$ cat config.mk
export PLATFORM = sky130hd
export DESIGN_NAME = mc_run_controller
export DESIGN_NICKNAME = d
export VERILOG_FILES = /design/src/rtl/mc_pkg.sv /design/src/rtl/mc_phase_counter.sv /design/src/rtl/mc_run_controller.sv
export SDC_FILE = /design/constraint.sdc
export NUM_CORES = 1
export LEC_CHECK = 0
export ABC_AREA = 1
export CORE_ASPECT_RATIO = 0.7
export CORE_MARGIN = 2
export CORE_UTILIZATION = 45
export CTS_CLUSTER_SIZE = 12
export DETAILED_ROUTE_END_ITERATION = 10
export GPL_ROUTABILITY_DRIVEN = 0
export HOLD_SLACK_MARGIN = 0.06
export PLACE_DENSITY = 0.81
export SETUP_SLACK_MARGIN = 0.05
export SLEW_MARGIN = 15
export SYNTH_ARGS = -nofsm -noshare
export SYNTH_HDL_FRONTEND = slang
export SYNTH_SLANG_ARGS = --single-unit
export TNS_END_PERCENT = 1
$ cat constraint.sdc
create_clock -name clk -period 11.4 [get_ports clk]
set_input_delay 2.28 -clock clk [delete_from_list [all_inputs] [get_ports clk]]
set_output_delay 2.28 -clock clk [all_outputs]
set_load 0.01 [all_outputs]
$ cat src/rtl/mc_pkg.sv
// Shared constants and types for the Monte Carlo run sequencer and its datapath.
package mc_pkg;
  localparam int LANES_DEF     = 5;
  localparam int PIPE_LAT_DEF  = 6;
  localparam int MERGE_LAT_DEF = 3;
  localparam int ACC_W         = 64;

  typedef enum logic [2:0] {
    S_IDLE, S_CLEAR, S_WARMUP, S_RUN, S_DRAIN, S_CAPTURE
  } state_t;
endpackage

$ cat src/rtl/mc_phase_counter.sv
// Loadable down-counter; last flags the final cycle of a loaded phase.
module mc_phase_counter #(
  parameter int W = 32
) (
  input  logic         clk,
  input  logic         reset,
  input  logic         load,
  input  logic [W-1:0] load_val,
  output logic [W-1:0] count,
  output logic         last
);
  always_ff @(posedge clk or posedge reset) begin
    if (reset)              count <= '0;
    else if (load)          count <= load_val;
    else if (count != '0)   count <= count - W'(1);
  end

  assign last = (count == W'(1));
endmodule

$ cat src/rtl/mc_run_controller.sv
// Run sequencer: clear, warm up, accumulate for sample_target cycles, drain,
// then capture the merged sums into stable result registers.
module mc_run_controller
  import mc_pkg::*;
#(
  parameter int LANES     = LANES_DEF,
  parameter int PIPE_LAT  = PIPE_LAT_DEF,
  parameter int MERGE_LAT = MERGE_LAT_DEF,
  parameter int CNT_W     = 32
) (
  input  logic             clk,
  input  logic             reset,
  input  logic             start,
  input  logic             abort,
  input  logic [CNT_W-1:0] sample_target,
  input  logic [ACC_W-1:0] sum_in,
  input  logic [ACC_W-1:0] sum_sq_in,
  output logic             mc_status,
  output logic             mc_mode,
  output logic             busy,
  output logic             done,
  output logic             aborted,
  output logic             err_zero,
  output logic [ACC_W-1:0] result_sum,
  output logic [ACC_W-1:0] result_sum_sq,
  output logic [CNT_W+2:0] result_count,
  output logic             result_valid
);
  localparam int RW = CNT_W + 3;

  state_t           state, next;
  logic [CNT_W-1:0] target_q, remaining, load_val;
  logic             load, last, accept;
  logic             status_d, mode_d, busy_d, done_d, aborted_d, err_d;

  assign accept = (state == S_IDLE) && start && !abort && (sample_target != '0);

  always_ff @(posedge clk or posedge reset) begin
    if (reset) state <= S_IDLE;
    else       state <= next;
  end

  always_comb begin
    next = state;
    if (abort && state != S_IDLE) next = S_IDLE;
    else begin
      case (state)
        S_IDLE:    if (accept) next = S_CLEAR;
        S_CLEAR:   if (last)   next = S_WARMUP;
        S_WARMUP:  if (last)   next = S_RUN;
        S_RUN:     if (last)   next = S_DRAIN;
        S_DRAIN:   if (last)   next = S_CAPTURE;
        S_CAPTURE:             next = S_IDLE;
        default:               next = S_IDLE;
      endcase
    end
  end

  // Outputs are decoded from next so the registered lines line up with the state.
  always_comb begin
    mode_d    = (next == S_CLEAR);
    status_d  = (next == S_RUN);
    busy_d    = (next != S_IDLE);
    done_d    = (state == S_CAPTURE) && !abort;
    aborted_d = abort && (state != S_IDLE);
    err_d     = (state == S_IDLE) && start && !abort && (sample_target == '0);
  end

  // The phase counter is reloaded on every state change with the new phase length.
  always_comb begin
    load = (next != state);
    case (next)
      S_CLEAR, S_WARMUP: load_val = CNT_W'(PIPE_LAT);
      S_RUN:             load_val = target_q;
      S_DRAIN:           load_val = CNT_W'(MERGE_LAT + 1);
      default:           load_val = '0;
    endcase
  end

  mc_phase_counter #(.W(CNT_W)) u_phase (
    .clk      (clk),
    .reset    (reset),
    .load     (load),
    .load_val (load_val),
    .count    (remaining),
    .last     (last)
  );

  always_ff @(posedge clk or posedge reset) begin
    if (reset) begin
      mc_status <= 1'b0;
      mc_mode   <= 1'b0;
      busy      <= 1'b0;
      done      <= 1'b0;
      aborted   <= 1'b0;
      err_zero  <= 1'b0;
    end else begin
      mc_status <= status_d;
      mc_mode   <= mode_d;
      busy      <= busy_d;
      done      <= done_d;
      aborted   <= aborted_d;
      err_zero  <= err_d;
    end
  end

  always_ff @(posedge clk or posedge reset) begin
    if (reset) begin
      target_q      <= '0;
      result_sum    <= '0;
      result_sum_sq <= '0;
      result_count  <= '0;
      result_valid  <= 1'b0;
    end else if (accept) begin
      target_q     <= sample_target;
      result_valid <= 1'b0;
    end else if (done_d) begin
      result_sum    <= sum_in;
      result_sum_sq <= sum_sq_in;
      result_count  <= RW'(target_q) * RW'(LANES);
      result_valid  <= 1'b1;
    end
  end
endmodule
==> results.toml, run 1 <==
[timing]
setup_tns_ns = 0
fmax_mhz = 190
rsz0062_at_grt = "false"
tightest_slew_ns = 1.20
finClkSkew_ns = 0.00654
max_slew_margin = 0.192
report.final.slew_viol_count = 0
setup_viol = 0
hold_violations = 0
period_minus_slack_ns = 5.25
period_share = 0.461
whs_ns = 0.468

[cts]
cts_root_buf = "clkbuf_16"
clk_transition_reported_paths_ns = 0.06
numCtsBuffers = 26
cts_tree = "done"
cts_max_level = 1
post-cts-setup-buffers = 0
clock_sinks = 237
clkLatencyLatePin_ns = 0.52
cts_buffer_depth = 3
cts_resized = 0
postCtsHoldBufs = 0

[synth]
synth_top_family_by_area = "simple AND/OR/NAND/NOR gates"
synth_adder_area_share = 0.0653
yosys.area_share.xor_xnor = 0.0177
syn_nets = 1825
synthMuxAreaShare = 0
synthFlopType = "dfrtp_1"
yosysWarnings = 0
ys_async_sr_fraction = 1.00
ys_seq_area_frac = 0.479
synth_edf_count = 0
synth_compound_area_frac = 0.0811
yosysUniqueCellTypes = 44
syn_avg_cell_area_sq_um = 7.75
synthSimpleGateAreaFrac = 0.299
syn_area_sq_um = 12400
synth-seq-cells = 237
synthCells = 1597

[power_and_ir_drop]
p_per_area_nw_per_um2 = 178
total_power_w = 0.00299
ir_worst_vdd_mv = 0.103
p_leak_nw = 8.32

[setup_path]
end_kind = "flip-flop"
cp-start-kind = "primary input"
crit_type = "primary input to flip-flop"
worstReg2RegStart = "target_q[4]$_DFFE_PP0P_"
worstPathArrival_ns = 5.66
startpoint = "sample_target[3]"
required_ns = 11.80
crit_fanout = 25

[route]
drc = 0
wl_per_cell_microns = 16.6
first_pass_iters = 5
viasPerCell = 5.20
vias = 11900
drt_iter0_drc = 925
ant_nets = 0
drt-total-wl_microns = 38100

[floorplanning]
boundaryPins = 334
core_area_sq_um = 26900
die_x_microns = 202
fp.dieArea_sq_um = 28900
rows = 50
start_util = 0.460
die_h_microns = 143

[layout]
layout-drive-gt1-share = 0.0467
area_growth_pct = 36.0
layout_commonest_cell = "nand2_1"
final_cell_mix = "nand2_1 (651), clkdlybuf4s50_1 (333), dfrtp_1 (237), nor2_1 (130), inv_1 (111)"
utilization = 0.626
layout.nets = 2141
fillCellCount = 2290
design_area_sq_um = 16800
diodes = 0

[min_path]
hold_path.class = "flip-flop to flip-flop"
min-delay-start = "result_sum[2]$_DFFE_PP0P_"

[global_route]
grt_overflow = 0
grt_max_degree = 111
antenna_found_initial = 0
grt_use_total = 0.257
grt_pass1_vias = 11000
grt_pass1_wl_microns = 59300

[outcome]
status = "completed"

[run]
max_cap_violations = 0

[placement]
place_hpwl_microns = 28600
port-buffer-count = 333
placed_area_sq_um = 16000
[metrics by stage]
step                cells  worst slack (ns)
detailed placement   2249              5.66
finish               2292              6.15
CTS                  2292              6.21
global placement     2249              5.84
floorplan            1597              2.62
global route         2292              5.88
[area by class of cell]
cell class / instances / area [sq um] / share of cell area
Clock buffer: 35 / 726 / 0.0431
Sequential cell: 237 / 5930 / 0.352
Clock inverter: 8 / 118 / 0.00699
Multi-Input combinational cell: 1185 / 5740 / 0.341
Inverter: 123 / 479 / 0.0285
Tap cell: 364 / 455 / 0.0271
Timing Repair Buffer: 340 / 3390 / 0.201
[kinds of logic after synthesis]
kind of cell | count (synthesis)
AO/OA/AOI/OAI | 184
XOR/XNOR | 25
buffers and inverters | 175
flip-flops | 237
AND/OR/NAND/NOR | 912
adder cells (fa/ha/maj) | 64
[cells in the mapped netlist (10+ instances only)]
library cell,number,area [sq um]
buf_2,12,60.1
nand3_1,61,305
nor3_1,15,75.1
o21ai_0,87,435
nor2_2,10,62.6
a31oi_1,12,75.1
ha_1,63,788
a21oi_1,51,255
xor2_1,16,140
nor2_1,130,488
nand4_1,17,106
clkbuf_1,33,124
nand2_1,651,2440
inv_1,112,420
dfrtp_1,237,5930
[routing by layer]
layer / up-vias / wire (microns) / GRT usage
met4: 0 / 1210 / 0.0788
met3: 93 / 4140 / 0.0753
li1: 5713 / - / -
met1: 5568 / 17100 / 0.375
met5: - / 0 / 0
met2: 534 / 15600 / 0.366
[path summary, 6_finish.rpt]
kind / endpoint / slack (ns) / cells past startpoint
max: u_phase.count[1]$_DFFE_PP0P_ / 6.15 / 12
min: result_sum[2]$_DFFE_PP0P_ / 0.47 / 2
max reg2reg: result_count[21]$_DFFE_PP0P_ / 7.77 / 11
min reg2reg: result_sum[2]$_DFFE_PP0P_ / 0.47 / 2
max in group asynchronous: result_sum_sq[26]$_DFFE_PP0P_ / 7.65 / 3
min in group asynchronous: result_count[10]$_DFFE_PP0P_ / 2.28 / 2
[where the power goes]
part | total, W | leakage [nW] | switching, W | internal (W)
Clock | 0.000842 | 0.412 | 0.000332 | 0.000510
Combinational | 0.00107 | 4.91 | 0.000628 | 0.000442
Sequential | 0.00108 | 3.00 | 0.000111 | 0.000969
Total | 0.00299 | 8.32 | 0.00107 | 0.00192
[worst max-delay path: stages]
cell             delay (ns)
clkdlybuf4s50_1        0.45
nor2_1                 0.24
nand4_1                0.14
or2_2                  0.30
o21ai_1                0.69
nand2_2                0.18
nand3_1                0.77
inv_2                  0.26
nand2_1                0.13
nand2_1                0.06
nand2_1                0.07
nand3_1                0.07
[state kept, by name, summed over array words and instances, names as in the netlist]
name and flops:
busy 1, state 3, result_count 35, u_phase.count 32, mc_status 1, mc_mode 1, err_zero 1, done 1
target_q 32, result_valid 1, result_sum 64, result_sum_sq 64, aborted 1
(Power assumes the default switching activity.)
==> run 2: changes to the inputs <==
==> constraint.sdc (replaced) <==
create_clock -name clk -period 5.4 [get_ports clk]
set_input_delay 1.08 -clock clk [delete_from_list [all_inputs] [get_ports clk]]
set_output_delay 1.08 -clock clk [all_outputs]
set_load 0.01 [all_outputs]
==> run 2 against run 1 <==
Compared with the run above:
- worst hold slack worse by 0.0024 ns
- sequential cell count stayed put
- critical endpoint unchanged
- critical path depth stayed put
==> results.toml, run 2 (synthesis results as in run 1) <==
[setup_path]
end_kind = "flip-flop"
worstReg2RegStart = "target_q[6]$_DFFE_PP0P_"
rrSetupSlack_ns = 1.99
startpoint = "sample_target[18]"
cpPeakStageDelay_ns = 0.70
cp-start-kind = "primary input"
cpMostUsedCell = "nand2_1"
critPathTopFamily = "simple AND/OR/NAND/NOR gates"
crit_type = "primary input to flip-flop"
path_buf_inv = 2
worstPathArrival_ns = 3.92
reg2regPathDepth = 9
reg2reg_to = "result_count[31]$_DFFE_PP0P_"
required_ns = 5.79
crit_fanout = 25
crit_chain = "clkdlybuf4s50_1, nor2_1, nand4_1, or2_2, o21ai_1, nand2_2, nand3_1, inv_2, nand2_1, nand2_1, nand2_1, nand3_1"
crit_slowest_cell = "nand3_1"

[route]
drc = 0
drt_iter0_drc = 1194
drt-total-wl_microns = 37800
ant_nets = 0
first_pass_iters = 6
wl_per_cell_microns = 16.5
vias = 11900
viasPerCell = 5.18

[cts]
clkLatencyLatePin_ns = 0.52
cts_tree = "done"
numCtsBuffers = 25
clock_sinks = 237
post-cts-setup-buffers = 0
cts_buffer_depth = 3
clk_transition_reported_paths_ns = 0.06
cts_resized = 0
cts_root_buf = "clkbuf_16"
postCtsHoldBufs = 0
cts_max_level = 1

[floorplanning]
fp.dieArea_sq_um = 28900
die_x_microns = 202
core_area_sq_um = 26900
boundaryPins = 334
die_h_microns = 143
rows = 50
start_util = 0.460

[placement]
place_hpwl_microns = 28000
port-buffer-count = 333
place_inst = 2250

[timing]
whs_ns = 0.466
fmax_mhz = 284
setup_viol = 0
setup_tns_ns = 0
finClkSkew_ns = 0.0111
hold_violations = 0
max_slew_margin = 0.295
tightest_slew_ns = 1.05
period_minus_slack_ns = 3.52
period_share = 0.652
report.final.slew_viol_count = 0
rsz0062_at_grt = "false"

[global_route]
grt_use_total = 0.258
grt_overflow = 0
antenna_found_initial = 0
grt_pass1_wl_microns = 59900
grt_pass1_vias = 11200
grt_max_degree = 160

[outcome]
status = "completed"

[layout]
area_growth_pct = 35.3
diodes = 0
top_regs = "result_sum: 64 flops, result_sum_sq: 64 flops, result_count: 35 flops"
fillCellCount = 2277
utilization = 0.623
layout_commonest_cell = "nand2_1"
layout-drive-gt1-share = 0.0452
final_cell_mix = "nand2_1 (651), clkdlybuf4s50_1 (333), dfrtp_1 (237), nor2_1 (130), inv_1 (111)"
layout.nets = 2141
final_cells = 2288

[min_path]
holdPathStages = 2
hold_path.class = "flip-flop to flip-flop"
min-delay-start = "result_sum[38]$_DFFE_PP0P_"
min_to = "result_sum[38]$_DFFE_PP0P_"

[power_and_ir_drop]
p_leak_nw = 8.27
total_power_w = 0.00612
ir_worst_vdd_mv = 0.237
p_per_area_nw_per_um2 = 365

[run]
max_cap_violations = 0
-- run 2: cell types whose count changed in the layout (fill, tap and decap cells not counted) --
| cell | change |
|---|---|
| bufinv_16 | -3 |
| clkinv_2 | -1 |
| inv_8 | -1 |
| clkbuf_16 | -2 |
| clkbuf_8 | +2 |
| buf_4 | -2 |
| buf_12 | +3 |
| clkinvlp_4 | +1 |
| clkbuf_1 | -1 |
-- run 2: worst register-to-register path, stage by stage, from the launching register on --
cell	delay, ns
dfrtp_1	0.55
ha_1	0.31
ha_1	0.42
o21ai_0	0.86
o211ai_1	0.31
nand3_1	0.24
o21bai_1	0.17
or2_2	0.31
nand3_1	0.07
nand2_1	0.06
-- run 2: through the flow --
step           setup WS (ns)  area, sq um
3_3_place_gp            1.52        16000
2_1_floorplan           1.21        12400
5_1_grt                 1.76        16800
6_report                1.88        16800
4_1_cts                 1.93        16800
3_5_place_dp            1.41        16000
-- run 2: how the worst max path moves through the flow --
stage                                               to  depth (start not counted)
after floorplan                      aborted$_DFF_PP0_                          1
after global placement    u_phase.count[1]$_DFFE_PP0P_                         12
after detailed placement  u_phase.count[1]$_DFFE_PP0P_                         12
after CTS                 u_phase.count[1]$_DFFE_PP0P_                         12
after global routing      u_phase.count[1]$_DFFE_PP0P_                         12
final                     u_phase.count[1]$_DFFE_PP0P_                         12
-- run 2: layout make-up --
class                   instances  area, sq um  area share
well taps                     364          455      0.0272
inverters                     123          475      0.0284
flip-flops and latches        237         5930       0.354
repair buffers                341         3430       0.205
multi-input cells            1185         5740       0.343
clock buffers                  34          699      0.0417
clock inverters                 4         22.5     0.00134
-- run 2: where the power goes --
group | switching, W | internal, W | total, W
Clock | 0.000689 | 0.000893 | 0.00158
Sequential | 0.000240 | 0.00205 | 0.00229
Combinational | 0.00131 | 0.000937 | 0.00225
Total | 0.00224 | 0.00388 | 0.00612
-- run 2: metal layers --
layer | track usage | part of all wire | vias to the layer above
met5 | 0.0136 | 0.0013 | -
met4 | 0.0645 | 0.024 | 2
met3 | 0.0762 | 0.097 | 78
met2 | 0.368 | 0.42 | 513
met1 | 0.381 | 0.46 | 5561
li1 | - | - | 5700
==> run 3: changes to the inputs <==
--- a/config.mk
+++ b/config.mk
@@ -8,12 +8,12 @@
 export ABC_AREA = 1
 export CORE_ASPECT_RATIO = 0.7
 export CORE_MARGIN = 2
-export CORE_UTILIZATION = 45
+export CORE_UTILIZATION = 44
 export CTS_CLUSTER_SIZE = 12
 export DETAILED_ROUTE_END_ITERATION = 10
 export GPL_ROUTABILITY_DRIVEN = 0
 export HOLD_SLACK_MARGIN = 0.06
-export PLACE_DENSITY = 0.81
+export PLACE_DENSITY = 0.83
 export SETUP_SLACK_MARGIN = 0.05
 export SLEW_MARGIN = 15
 export SYNTH_ARGS = -nofsm -noshare
==> constraint.sdc (replaced) <==
create_clock -name clk -period 2.85 [get_ports clk]
set_input_delay 0.57 -clock clk [delete_from_list [all_inputs] [get_ports clk]]
set_output_delay 0.57 -clock clk [all_outputs]
set_load 0.01 [all_outputs]
==> run 3 against run 2 <==
Compared with the run above:
- sequential share of layout area down 1.6 points
- global-route usage fell by 0.30 points
- largest power group is now combinational logic
- register-to-register slack got worse by 1.9 ns
- highest routed layer is now met4
==> results.toml, run 3 (synthesis results as in run 1) <==
[placement]
place_hpwl_microns = 29500
place_inst = 2320
placed_area_sq_um = 16700
dp_slack_ns = -0.129
port-buffer-count = 333

[route]
viasPerCell = 5.19
drt_iter0_drc = 1141
ant_nets = 0
first_pass_iters = 5
wl_per_cell_microns = 16.5
drc = 0
drt-total-wl_microns = 39000
vias = 12300

[timing]
hold_violations = 0
whs_ns = 0.436
fmax_mhz = 363
setup_tns_ns = 0
worst_slack_ns = 0.0938
period_share = 0.967
setup_viol = 0
period_minus_slack_ns = 2.76
tightest_slew_ns = 0.528
rsz0062_at_grt = "true"
report.final.slew_viol_count = 0
max_slew_margin = 0.644
finClkSkew_ns = 0.0135

[power_and_ir_drop]
p_leak_nw = 8.70
p_per_area_nw_per_um2 = 694
ir_worst_vdd_mv = 0.390

[cts]
numCtsBuffers = 26
cts_max_level = 1
cts_buffer_depth = 3
postCtsHoldBufs = 0
clk_transition_reported_paths_ns = 0.06
cts_root_buf = "clkbuf_16"
clock_sinks = 237
clkLatencyLatePin_ns = 0.54
cts_tree = "done"

[global_route]
grt_max_degree = 90
antenna_found_initial = 0
grt_overflow = 0
grt_pass1_wl_microns = 60000
grt_pass1_vias = 11400
grt_use_total = 0.255

[floorplanning]
die_x_microns = 204
core_area_sq_um = 27800
start_util = 0.446
die_h_microns = 144
fp.dieArea_sq_um = 29500
rows = 51
boundaryPins = 334

[layout]
final_cells = 2366
design_area_sq_um = 17600
layout-drive-gt1-share = 0.0847
final_cell_mix = "nand2_1 (649), clkdlybuf4s50_1 (333), dfrtp_1 (236), nor2_1 (130), inv_1 (111)"
area_growth_pct = 41.9
layout_commonest_cell = "nand2_1"
diodes = 0
top_regs = "result_sum: 64 flops, result_sum_sq: 64 flops, result_count: 35 flops"
layout.nets = 2207

[outcome]
status = "completed"

[setup_path]
cp-start-kind = "flip-flop"
required_ns = 3.28
cpMostUsedCell = "nand2_1"
path_buf_inv = 2
crit_type = "flip-flop to flip-flop"
critPathTopFamily = "adder cells"
crit_slowest_cell = "dfrtp_1"
worstPathArrival_ns = 3.19
end_kind = "flip-flop"
cpPeakStageDelay_ns = 0.42
crit_fanout = 3
crit_chain = "ha_1, ha_2, fa_2, nand2_1, nand2_1, o21ai_1, buf_4, o21a_1, buf_4, o21bai_1, nand4_1, nand3_1, nand2_1, nand3_1, nand2_1"

[run]
max_cap_violations = 0

[min_path]
hold_path.class = "primary input to asynchronous set/reset pin"
## run 3: cell count changes in the layout (fill, tap and decap cells not counted), moves of 4 or more
cell / change
buf_4: +53
buf_12: +12
o21ai_0: -4
o21ai_1: +4
## run 3: path summary, 6_finish.rpt
check | to | cells past startpoint | slack [ns] | startpoint
max | result_count[29]$_DFFE_PP0P_ | 15 | 0.09 | target_q[3]$_DFFE_PP0P_
min | result_sum[52]$_DFFE_PP0P_ | 2 | 0.44 | reset
max reg2reg | result_count[29]$_DFFE_PP0P_ | 15 | 0.09 | target_q[3]$_DFFE_PP0P_
min reg2reg | result_sum[61]$_DFFE_PP0P_ | 2 | 0.47 | result_sum[61]$_DFFE_PP0P_
max in group asynchronous | target_q[4]$_DFFE_PP0P_ | 4 | 1.67 | reset
min in group clk | result_sum[61]$_DFFE_PP0P_ | 2 | 0.47 | result_sum[61]$_DFFE_PP0P_
## run 3: where the power goes
group	internal [W]	leakage, nW	switching [W]
Sequential	0.00388	3.00	0.000456
Combinational	0.00197	5.30	0.00259
Clock	0.00195	0.409	0.00136
Total	0.00779	8.70	0.00440
## run 3: final cells by class
| type | instances | area, sq um |
|---|---|---|
| Fill cell | 2251 | 10200 |
| Sequential cell | 237 | 5930 |
| Multi-Input combinational cell | 1185 | 5800 |
| Timing Repair Buffer | 406 | 4070 |
| Clock buffer | 39 | 771 |
| Inverter | 123 | 475 |
| Tap cell | 371 | 464 |
| Clock inverter | 5 | 56.3 |
## run 3: through the flow
stage / utilization / power [W]
after CTS: 0.630 / 0.0121
after floorplan: - / 0.00690
after detailed placement: 0.600 / 0.00871
final: 0.633 / 0.0122
after global routing: 0.633 / 0.0129
after global placement: 0.600 / 0.00856
## run 3: timing repair
action,CTS,global route
buffers inserted,0,2
pin swaps,0,5
gates resized for setup,1,18
endpoints found under the setup margin,2,14
## run 3: layer usage
metal / track usage / up-vias / part of all wire / routed length, microns
li1: - / 5854 / - / -
met1: 0.374 / 5699 / 0.44 / 17400
met2: 0.373 / 627 / 0.43 / 16600
met3: 0.0685 / 88 / 0.10 / 3980
met4: 0.0633 / 0 / 0.027 / 1070
met5: 0 / - / 0 / 0
